## config.mk

```make
export PLATFORM = sky130hd
export DESIGN_NAME = axi_default_slave_flat
export DESIGN_NICKNAME = d
export VERILOG_FILES = /design/src/rtl/axi_default_slave_pkg.sv /design/src/rtl/axi_default_slave_if.sv /design/src/rtl/axi_default_slave.sv /design/src/flat_wrapper.sv
export SDC_FILE = /design/constraint.sdc
export NUM_CORES = 1
export LEC_CHECK = 0
export ABC_AREA = 0
export CORE_MARGIN = 4
export CORE_UTILIZATION = 24
export CTS_CLUSTER_DIAMETER = 100
export DETAILED_ROUTE_END_ITERATION = 8
export PLACE_DENSITY = 0.85
export SLEW_MARGIN = 10
export SYNTH_ARGS = -nofsm -noshare
export SYNTH_HDL_FRONTEND = slang
export SYNTH_SLANG_ARGS = --single-unit
export TNS_END_PERCENT = 10
```

## constraint.sdc

```tcl
create_clock -name ACLK -period 1.9 [get_ports ACLK]
set_input_delay 0.57 -clock ACLK [delete_from_list [all_inputs] [get_ports ACLK]]
set_output_delay 0.57 -clock ACLK [all_outputs]
set_load 0.02 [all_outputs]
```

## src/rtl/axi_default_slave_pkg.sv

```systemverilog
// Shared encodings for the AXI default slave: response codes, FSM states and
// the AXI3/AXI4-dependent length and lock widths.
package axi_default_slave_pkg;

`ifdef AMBA_AXI4
   localparam int unsigned AxiWidthLen  = 8;
   localparam int unsigned AxiWidthLock = 1;
`else
   localparam int unsigned AxiWidthLen  = 4;
   localparam int unsigned AxiWidthLock = 2;
`endif

   typedef enum logic [1:0] {
      RespOkay   = 2'b00,
      RespExokay = 2'b01,
      RespSlverr = 2'b10,
      RespDecerr = 2'b11
   } axi_resp_e;

   typedef enum logic [1:0] {
      WIdle = 2'b00,
      WData = 2'b01,
      WResp = 2'b10
   } w_state_e;

   typedef enum logic {
      RIdle = 1'b0,
      RData = 1'b1
   } r_state_e;

endpackage

```

## src/rtl/axi_default_slave_if.sv

```systemverilog
// AXI bus bundle between an interconnect master port and the default slave.
interface axi_default_slave_if #(
   parameter int unsigned AXI_WIDTH_CID = 4,
   parameter int unsigned AXI_WIDTH_ID  = 4,
   parameter int unsigned AXI_WIDTH_AD  = 32,
   parameter int unsigned AXI_WIDTH_DA  = 32,
   parameter int unsigned AXI_WIDTH_DS  = AXI_WIDTH_DA / 8,
   parameter int unsigned AXI_WIDTH_SID = AXI_WIDTH_CID + AXI_WIDTH_ID
);

   localparam int unsigned LenW  = axi_default_slave_pkg::AxiWidthLen;
   localparam int unsigned LockW = axi_default_slave_pkg::AxiWidthLock;

   logic [AXI_WIDTH_SID-1:0] AWID;
   logic [AXI_WIDTH_AD-1:0]  AWADDR;
   logic [LenW-1:0]          AWLEN;
   logic [2:0]               AWSIZE;
   logic [1:0]               AWBURST;
   logic [LockW-1:0]         AWLOCK;
   logic                     AWVALID;
   logic                     AWREADY;

   logic [AXI_WIDTH_SID-1:0] WID;
   logic [AXI_WIDTH_DA-1:0]  WDATA;
   logic [AXI_WIDTH_DS-1:0]  WSTRB;
   logic                     WLAST;
   logic                     WVALID;
   logic                     WREADY;

   logic [AXI_WIDTH_SID-1:0] BID;
   logic [1:0]               BRESP;
   logic                     BVALID;
   logic                     BREADY;

   logic [AXI_WIDTH_SID-1:0] ARID;
   logic [AXI_WIDTH_AD-1:0]  ARADDR;
   logic [LenW-1:0]          ARLEN;
   logic [2:0]               ARSIZE;
   logic [1:0]               ARBURST;
   logic [LockW-1:0]         ARLOCK;
   logic                     ARVALID;
   logic                     ARREADY;

   logic [AXI_WIDTH_SID-1:0] RID;
   logic [AXI_WIDTH_DA-1:0]  RDATA;
   logic [1:0]               RRESP;
   logic                     RLAST;
   logic                     RVALID;
   logic                     RREADY;

   modport slave (
      input  AWID, AWADDR, AWLEN, AWSIZE, AWBURST, AWLOCK, AWVALID,
      output AWREADY,
      input  WID, WDATA, WSTRB, WLAST, WVALID,
      output WREADY,
      output BID, BRESP, BVALID,
      input  BREADY,
      input  ARID, ARADDR, ARLEN, ARSIZE, ARBURST, ARLOCK, ARVALID,
      output ARREADY,
      output RID, RDATA, RRESP, RLAST, RVALID,
      input  RREADY
   );

   modport master (
      output AWID, AWADDR, AWLEN, AWSIZE, AWBURST, AWLOCK, AWVALID,
      input  AWREADY,
      output WID, WDATA, WSTRB, WLAST, WVALID,
      input  WREADY,
      input  BID, BRESP, BVALID,
      output BREADY,
      output ARID, ARADDR, ARLEN, ARSIZE, ARBURST, ARLOCK, ARVALID,
      input  ARREADY,
      input  RID, RDATA, RRESP, RLAST, RVALID,
      output RREADY
   );

endinterface

```

## src/rtl/axi_default_slave.sv

```systemverilog
// AXI slave that completes every access with DECERR so unmapped regions never hang
// the bus. Independent write and read FSMs, one outstanding transaction each.
module axi_default_slave
   import axi_default_slave_pkg::*;
#(
   parameter int unsigned AXI_WIDTH_CID = 4,
   parameter int unsigned AXI_WIDTH_ID  = 4,
   parameter int unsigned AXI_WIDTH_AD  = 32,
   parameter int unsigned AXI_WIDTH_DA  = 32,
   parameter int unsigned AXI_WIDTH_DS  = AXI_WIDTH_DA / 8,
   parameter int unsigned AXI_WIDTH_SID = AXI_WIDTH_CID + AXI_WIDTH_ID
) (
   input logic                 ACLK,
   input logic                 ARESETn,
   axi_default_slave_if.slave  s
);

   // ---------------- write path ----------------
   w_state_e                 w_state_q, w_state_d;
   logic [AXI_WIDTH_SID-1:0] bid_q, bid_d;

   always_ff @(posedge ACLK or negedge ARESETn) begin
      if (!ARESETn) begin
         w_state_q <= WIdle;
         bid_q     <= '0;
      end else begin
         w_state_q <= w_state_d;
         bid_q     <= bid_d;
      end
   end

   // WLAST alone closes the burst; beat count and WID are deliberately not checked.
   always_comb begin
      w_state_d = w_state_q;
      bid_d     = bid_q;
      unique case (w_state_q)
         WIdle: begin
            if (s.AWVALID) begin
               bid_d     = s.AWID;
               w_state_d = WData;
            end
         end
         WData: begin
            if (s.WVALID && s.WLAST) w_state_d = WResp;
         end
         WResp: begin
            if (s.BREADY) w_state_d = WIdle;
         end
         default: w_state_d = WIdle;
      endcase
   end

   assign s.AWREADY = (w_state_q == WIdle);
   assign s.WREADY  = (w_state_q == WData);
   assign s.BVALID  = (w_state_q == WResp);
   assign s.BID     = bid_q;
   assign s.BRESP   = RespDecerr;

   // ---------------- read path ----------------
   r_state_e                 r_state_q, r_state_d;
   logic [AXI_WIDTH_SID-1:0] rid_q, rid_d;
   logic [AxiWidthLen-1:0]   rlen_q, rlen_d;
   logic [AxiWidthLen-1:0]   rcnt_q, rcnt_d;
   logic                     rlast;

   always_ff @(posedge ACLK or negedge ARESETn) begin
      if (!ARESETn) begin
         r_state_q <= RIdle;
         rid_q     <= '0;
         rlen_q    <= '0;
         rcnt_q    <= '0;
      end else begin
         r_state_q <= r_state_d;
         rid_q     <= rid_d;
         rlen_q    <= rlen_d;
         rcnt_q    <= rcnt_d;
      end
   end

   // Gate with state so RLAST stays low in idle even though cnt == len there.
   assign rlast = (r_state_q == RData) && (rcnt_q == rlen_q);

   // Counter only moves on a non-final handshake, so it never wraps past ARLEN.
   always_comb begin
      r_state_d = r_state_q;
      rid_d     = rid_q;
      rlen_d    = rlen_q;
      rcnt_d    = rcnt_q;
      unique case (r_state_q)
         RIdle: begin
            if (s.ARVALID) begin
               rid_d     = s.ARID;
               rlen_d    = s.ARLEN;
               rcnt_d    = '0;
               r_state_d = RData;
            end
         end
         RData: begin
            if (s.RREADY) begin
               if (rlast) r_state_d = RIdle;
               else       rcnt_d    = rcnt_q + 1'b1;
            end
         end
      endcase
   end

   assign s.ARREADY = (r_state_q == RIdle);
   assign s.RVALID  = (r_state_q == RData);
   assign s.RLAST   = rlast;
   assign s.RID     = rid_q;
   assign s.RRESP   = RespDecerr;
   assign s.RDATA   = '0;

   // Address, data and burst attributes are accepted but irrelevant to a DECERR target.
   logic [AXI_WIDTH_AD-1:0] unused_awaddr;
   logic [AXI_WIDTH_AD-1:0] unused_araddr;
   logic [AXI_WIDTH_DS-1:0] unused_wstrb;
   logic                    unused_misc;

   assign unused_awaddr = s.AWADDR;
   assign unused_araddr = s.ARADDR;
   assign unused_wstrb  = s.WSTRB;
   assign unused_misc   = ^{s.AWLEN, s.AWSIZE, s.AWBURST, s.AWLOCK, s.WID, s.WDATA,
                            s.ARSIZE, s.ARBURST, s.ARLOCK};

endmodule

```

## src/flat_wrapper.sv

```systemverilog
// flat-port wrapper written by rule: the top's interface ports become plain ports
module axi_default_slave_flat import axi_default_slave_pkg::*;
#(
   parameter int unsigned AXI_WIDTH_CID = 4,
   parameter int unsigned AXI_WIDTH_ID  = 4,
   parameter int unsigned AXI_WIDTH_AD  = 32,
   parameter int unsigned AXI_WIDTH_DA  = 32,
   parameter int unsigned AXI_WIDTH_DS  = AXI_WIDTH_DA / 8,
   parameter int unsigned AXI_WIDTH_SID = AXI_WIDTH_CID + AXI_WIDTH_ID
)
  (ACLK, ARESETn, s_AWID, s_AWADDR, s_AWLEN, s_AWSIZE, s_AWBURST, s_AWLOCK, s_AWVALID, s_AWREADY, s_WID, s_WDATA, s_WSTRB, s_WLAST, s_WVALID, s_WREADY, s_BID, s_BRESP, s_BVALID, s_BREADY, s_ARID, s_ARADDR, s_ARLEN, s_ARSIZE, s_ARBURST, s_ARLOCK, s_ARVALID, s_ARREADY, s_RID, s_RDATA, s_RRESP, s_RLAST, s_RVALID, s_RREADY);
  axi_default_slave_if #(.AXI_WIDTH_CID(AXI_WIDTH_CID), .AXI_WIDTH_ID(AXI_WIDTH_ID), .AXI_WIDTH_AD(AXI_WIDTH_AD), .AXI_WIDTH_DA(AXI_WIDTH_DA), .AXI_WIDTH_DS(AXI_WIDTH_DS), .AXI_WIDTH_SID(AXI_WIDTH_SID)) s_i ();
  input logic ACLK;
  input logic ARESETn;
  input wire logic [$bits(s_i.AWID)-1:0] s_AWID;
  input wire logic [$bits(s_i.AWADDR)-1:0] s_AWADDR;
  input wire logic [$bits(s_i.AWLEN)-1:0] s_AWLEN;
  input wire logic [$bits(s_i.AWSIZE)-1:0] s_AWSIZE;
  input wire logic [$bits(s_i.AWBURST)-1:0] s_AWBURST;
  input wire logic [$bits(s_i.AWLOCK)-1:0] s_AWLOCK;
  input wire logic [$bits(s_i.AWVALID)-1:0] s_AWVALID;
  output wire logic [$bits(s_i.AWREADY)-1:0] s_AWREADY;
  input wire logic [$bits(s_i.WID)-1:0] s_WID;
  input wire logic [$bits(s_i.WDATA)-1:0] s_WDATA;
  input wire logic [$bits(s_i.WSTRB)-1:0] s_WSTRB;
  input wire logic [$bits(s_i.WLAST)-1:0] s_WLAST;
  input wire logic [$bits(s_i.WVALID)-1:0] s_WVALID;
  output wire logic [$bits(s_i.WREADY)-1:0] s_WREADY;
  output wire logic [$bits(s_i.BID)-1:0] s_BID;
  output wire logic [$bits(s_i.BRESP)-1:0] s_BRESP;
  output wire logic [$bits(s_i.BVALID)-1:0] s_BVALID;
  input wire logic [$bits(s_i.BREADY)-1:0] s_BREADY;
  input wire logic [$bits(s_i.ARID)-1:0] s_ARID;
  input wire logic [$bits(s_i.ARADDR)-1:0] s_ARADDR;
  input wire logic [$bits(s_i.ARLEN)-1:0] s_ARLEN;
  input wire logic [$bits(s_i.ARSIZE)-1:0] s_ARSIZE;
  input wire logic [$bits(s_i.ARBURST)-1:0] s_ARBURST;
  input wire logic [$bits(s_i.ARLOCK)-1:0] s_ARLOCK;
  input wire logic [$bits(s_i.ARVALID)-1:0] s_ARVALID;
  output wire logic [$bits(s_i.ARREADY)-1:0] s_ARREADY;
  output wire logic [$bits(s_i.RID)-1:0] s_RID;
  output wire logic [$bits(s_i.RDATA)-1:0] s_RDATA;
  output wire logic [$bits(s_i.RRESP)-1:0] s_RRESP;
  output wire logic [$bits(s_i.RLAST)-1:0] s_RLAST;
  output wire logic [$bits(s_i.RVALID)-1:0] s_RVALID;
  input wire logic [$bits(s_i.RREADY)-1:0] s_RREADY;
  assign s_i.AWID = s_AWID;
  assign s_i.AWADDR = s_AWADDR;
  assign s_i.AWLEN = s_AWLEN;
  assign s_i.AWSIZE = s_AWSIZE;
  assign s_i.AWBURST = s_AWBURST;
  assign s_i.AWLOCK = s_AWLOCK;
  assign s_i.AWVALID = s_AWVALID;
  assign s_AWREADY = s_i.AWREADY;
  assign s_i.WID = s_WID;
  assign s_i.WDATA = s_WDATA;
  assign s_i.WSTRB = s_WSTRB;
  assign s_i.WLAST = s_WLAST;
  assign s_i.WVALID = s_WVALID;
  assign s_WREADY = s_i.WREADY;
  assign s_BID = s_i.BID;
  assign s_BRESP = s_i.BRESP;
  assign s_BVALID = s_i.BVALID;
  assign s_i.BREADY = s_BREADY;
  assign s_i.ARID = s_ARID;
  assign s_i.ARADDR = s_ARADDR;
  assign s_i.ARLEN = s_ARLEN;
  assign s_i.ARSIZE = s_ARSIZE;
  assign s_i.ARBURST = s_ARBURST;
  assign s_i.ARLOCK = s_ARLOCK;
  assign s_i.ARVALID = s_ARVALID;
  assign s_ARREADY = s_i.ARREADY;
  assign s_RID = s_i.RID;
  assign s_RDATA = s_i.RDATA;
  assign s_RRESP = s_i.RRESP;
  assign s_RLAST = s_i.RLAST;
  assign s_RVALID = s_i.RVALID;
  assign s_i.RREADY = s_RREADY;
  axi_default_slave #(.AXI_WIDTH_CID(AXI_WIDTH_CID), .AXI_WIDTH_ID(AXI_WIDTH_ID), .AXI_WIDTH_AD(AXI_WIDTH_AD), .AXI_WIDTH_DA(AXI_WIDTH_DA), .AXI_WIDTH_DS(AXI_WIDTH_DS), .AXI_WIDTH_SID(AXI_WIDTH_SID)) u_core (.ACLK(ACLK), .ARESETn(ARESETn), .s(s_i));
endmodule
```

## Word level (Yosys, flattened, before mapping)

Cells that the tools add are included.
W data, S select, Z words.

| storage, ports and cells | value |
|---|---|
| register bits after elaboration | 27 |
| input port bits | 154 |
| output and inout port bits | 58 |
| word-level logic and storage cells | 36 |

| cells by class | value |
|---|---|
| $add $sub $neg | 1 |
| equal/unequal tests | 9 |
| mux-type cells | 12 |
| bitwise logic cells | 1 |
| reduce and logical (&&, ||, !) cells | 7 |

Operators by type and width:

| kind | count |
|---|---|
| $mux W4 | 3 |
| $ne A2 B2 Y1 const B | 4 |
| $pmux W4 S2 | 1 |
| $mux W2 | 3 |
| $pmux W2 S3 | 1 |
| $reduce_and A3 Y1 | 2 |
| $add A4 B1 Y4 const B | 1 |
| $eq A4 B4 Y1 | 1 |
| $ne A2 B1 Y1 const B | 2 |
| $reduce_and A2 Y1 | 2 |
| $mux W1 | 3 |
| $eq A2 B1 Y1 const B | 1 |
| $eq A2 B2 Y1 const B | 1 |
| $logic_and A1 B1 Y1 | 2 |
| $logic_not A2 Y1 | 1 |
| $pmux W1 S2 | 1 |
| $not A1 Y1 | 1 |

## Depth between registers and ports, before layout

Gate-level depths: netlist of the first run.

| logic depth | value |
|---|---|
| depth in word-level cells | 5 |
| gate-level depth with buffers | 5 |

## Least setup slack after synthesis of the first run

Ideal clock, no wire load.

| timing | value |
|---|---|
| path type | reg-to-output |
| start | register u_core.rcnt_q[2] |
| end | output port s_RLAST |
| data arrival time | 1.336 ns |
| required time | 1.330 ns |
| slack | -0.006 ns |
| cell stages (with the launch flop) | 4 |
| path through | dfrtp_1 > nor2b_1 > a221o_1 > nor3_1 |

| on the way | value |
|---|---|
| word-level cells in the longest chain between the ends | 2 |

Ends and longest elaborated chain:

| element | line | RTL |
|---|---|---|
| start, declared | axi_default_slave.sv:63 | `logic [AxiWidthLen-1:0] rcnt_q, rcnt_d;` |
| start signal, assigned | axi_default_slave.sv:76 | `rcnt_q <= rcnt_d;` |
| $eq A4 B4 Y1 | axi_default_slave.sv:81 | `assign rlast = (r_state_q == RData) && (rcnt_q == rlen_q);` |
| $logic_and A1 B1 Y1 | axi_default_slave.sv:81 |  |
| end, declared | flat_wrapper.sv:44 | `output wire logic [$bits(s_i.RLAST)-1:0] s_RLAST;` |

Every way passes these cells.

## Worst setup path after layout of the first run

Same ends and word-level chain as after synthesis.

==> flow_summary.ini, run 1 <==
[setup_path]
crit_path_cell_trace = nor2b_4 > a221o_1 > nor3_2 > buf_4
crit_buf_inv = 1
arrival_ps = 1430
max_stage_delay_ps = 410
path_delay_family = flip-flops
critPathLaunchType = flip-flop
cp_max_fo = 3
crit_path_top_delay_cell = dfrtp_1
cp.required_ps = 1330
r2r_slack_ps = 200
critical_path_class = reg2out
end_kind = primary output

[sta]
fmax_mhz = 499.1
skew_ps = 7.870
hold_viol = 0
tns_ps = -103.8
min_period_ps = 2004
slew_violations = 0
setup_violations = 1
rsz0062_at_grt = yes
layout_setup_ws_ps = -103.8
period_share_pct = 105.5
hold_ws_ps = 515.9

[drt]
vias = 991
drcViolationCount = 0
dr.pass1.iters = 4
ant_nets = 0
wirelength_mm = 2.840
drt_iter0_markers = 21
vias_per_cell = 3.768
routedWlPerCell_um = 10.80

[clock_network]
root_buffer = clkbuf_8
cts_tree = done
hold_buffers = 0
clkLatencyLatePin_ps = 270
cts_setup_buffers = 0
cts-htree-levels = 1
clock_sinks = 27
cts_buffer_depth = 2
cts.clk_slew.worst_paths_ps = 100
cts_buffers = 3

[floorplanning]
dieArea_um2 = 7344
core_area_um2 = 5886
die_w_um = 85.70
io_pins = 212
die_y_um = 85.70
start_util_pct = 24.62
num_rows = 28

[layout]
fillers = 609
fin_nets = 344
final_util_pct = 34.46
antenna_cells = 0
drive_gt1_share_pct = 22.34
syn_to_final_growth_pct = 39.98

[logic_synthesis]
synth.distinct_cells = 26
yosys.area.top_type_share_pct = 46.63
syn_inst = 128
syn_avg_cell_area_um2 = 11.32
synth_top_area_cell = dfrtp_1
synth_area_um2 = 1449
yosysSeqAreaShare_pct = 46.63
yosys_warnings = 0
synth_area_leaders = dfrtp_1 47%, buf_4 19%, mux2_2 16%
synthTopCellsByCount = 36 x buf_4, 27 x dfrtp_1, 20 x mux2_2
synth_edf_count = 0
ys_ff_latch = 27
synthFlopType = dfrtp_1
synthArstFlopShare_pct = 100.0
yosysMostFrequentCell = buf_4

[global_route]
grt_remaining_overflow = 0
grt_pass1_vias = 1032
grt_max_degree = 28
grt_usage_pct = 7.474
grt_antenna_before_repair = 0
grt_pass1_wl_mm = 4.450

[status]
status = finished, violations left
violations = setup timing

[pwr]
power.total_mw = 3.016
powerDensity_nw_per_um2 = 1487
power.leakage_nw = 0.9403
ir_worst_vdd_v = 0.0008322

[flow_run]
cap_violations = 0

[placement]
port_buffers = 49
gp_congestion = 0.7372
place_ws_ps = -269.4
dp_hpwl_mm = 2.303

[min_path]
hold_class = reg2reg
[worst register-to-register path: stages, from the launching register on]
cell and delay, ps:
dfrtp_1 410, nor2b_4 130, a221o_1 280, buf_4 150, o31ai_4 320, o32ai_1 150, a21o_1 160
[cells in the final DEF, fill, tap and decap left out, drive strengths merged, types with 2 or more instances in the layout]
| master | netlist | final |
|---|---|---|
| conb | 2 | 36 |
| clkdlybuf4s50 | 0 | 43 |
| o21ai | 3 | 3 |
| mux2 | 20 | 20 |
| dlygate4sd2 | 0 | 5 |
| nand3 | 2 | 2 |
| dfrtp | 27 | 27 |
| nor2b | 4 | 4 |
| inv | 4 | 4 |
| nand2 | 9 | 9 |
| nor2 | 2 | 2 |
| clkbuf | 0 | 3 |
| nand2b | 2 | 2 |
| buf | 39 | 13 |
| a21o | 2 | 2 |
[power breakdown]
| group | internal, mW | switching [mW] |
|---|---|---|
| Sequential | 0.845 | 0.163 |
| Clock | 0.147 | 0.176 |
| Combinational | 0.879 | 0.806 |
| Total | 1.87 | 1.15 |
[area by class of cell]
| cell class | instances | area, um2 | area share (%) |
|---|---|---|---|
| Sequential cell | 27 | 675.6 | 33.31 |
| Multi-Input combinational cell | 92 | 613.1 | 30.23 |
| Timing Repair Buffer | 61 | 584.3 | 28.81 |
| Tap cell | 75 | 93.84 | 4.627 |
| Clock buffer | 3 | 41.29 | 2.036 |
| Inverter | 4 | 15.01 | 0.7403 |
| Clock inverter | 1 | 5.005 | 0.2468 |
[flip-flops by register name (all words and copies together), names as in the netlist]
signal and cells:
u_core.s.BID 8, u_core.rlen_q 4, u_core.rcnt_q 4, u_core.w_state_q 2
u_core.s.RID 8, u_core.s.RVALID 1
[through the flow]
stage / instance area, um2 / instances
floorplan: 1582 / 162
global placement: 1983 / 259
detailed placement: 1983 / 259
CTS: 2021 / 263
global route: 2028 / 263
finish: 2028 / 263
[path summary, 6_finish.rpt]
check                           cells after the start             start          endpoint
worst max register to register                      6  u_core.rcnt_q[2]  u_core.rcnt_q[2]
worst min register to register                      1   u_core.s.RID[1]   u_core.s.RID[1]
worst max-delay path                                4  u_core.rcnt_q[2]           s_RLAST
min in group asynchronous                           2           ARESETn  u_core.rcnt_q[3]
worst min-delay path                                1   u_core.s.RID[1]   u_core.s.RID[1]
max in group asynchronous                           2           ARESETn   u_core.s.RID[6]
[cells by family after synthesis]
logic type / count (synthesis) / share of synthesized area (%)
other: 2 / 0.5183
multiplexers: 20 / 15.54
flip-flops: 27 / 46.63
adder cells (fa/ha/maj): 1 / 0.8634
XOR/XNOR: 1 / 0.6046
AND/OR/NAND/NOR: 22 / 7.426
buffers and inverters: 43 / 20.72
AO/OA/AOI/OAI: 12 / 7.685
[repair_timing]
action	4_1_cts	5_1_grt
pin swaps	0	0
endpoints found under the setup margin	6	1
gates resized for setup	10	1
[routing by layer]
metal  routed length, um  up-vias  GRT usage (%)
met4                  19        0          2.590
li1                    -      470              -
met1                1163      461          8.383
met5                   0        -              0
met2                1275       58          12.22
met3                 383        2          3.842
Note: power is estimated with default switching activity, not from simulation.
==> inputs of run 2 (changes only) <==
--- a/config.mk
+++ b/config.mk
@@ -6,6 +6,7 @@
 export NUM_CORES = 1
 export LEC_CHECK = 0
 export ABC_AREA = 0
+export CAP_MARGIN = 20
 export CORE_MARGIN = 4
 export CORE_UTILIZATION = 24
 export CTS_CLUSTER_DIAMETER = 100
==> results of run 2 <==
The final DEF is identical to that of run 1; final timing and power are the same.
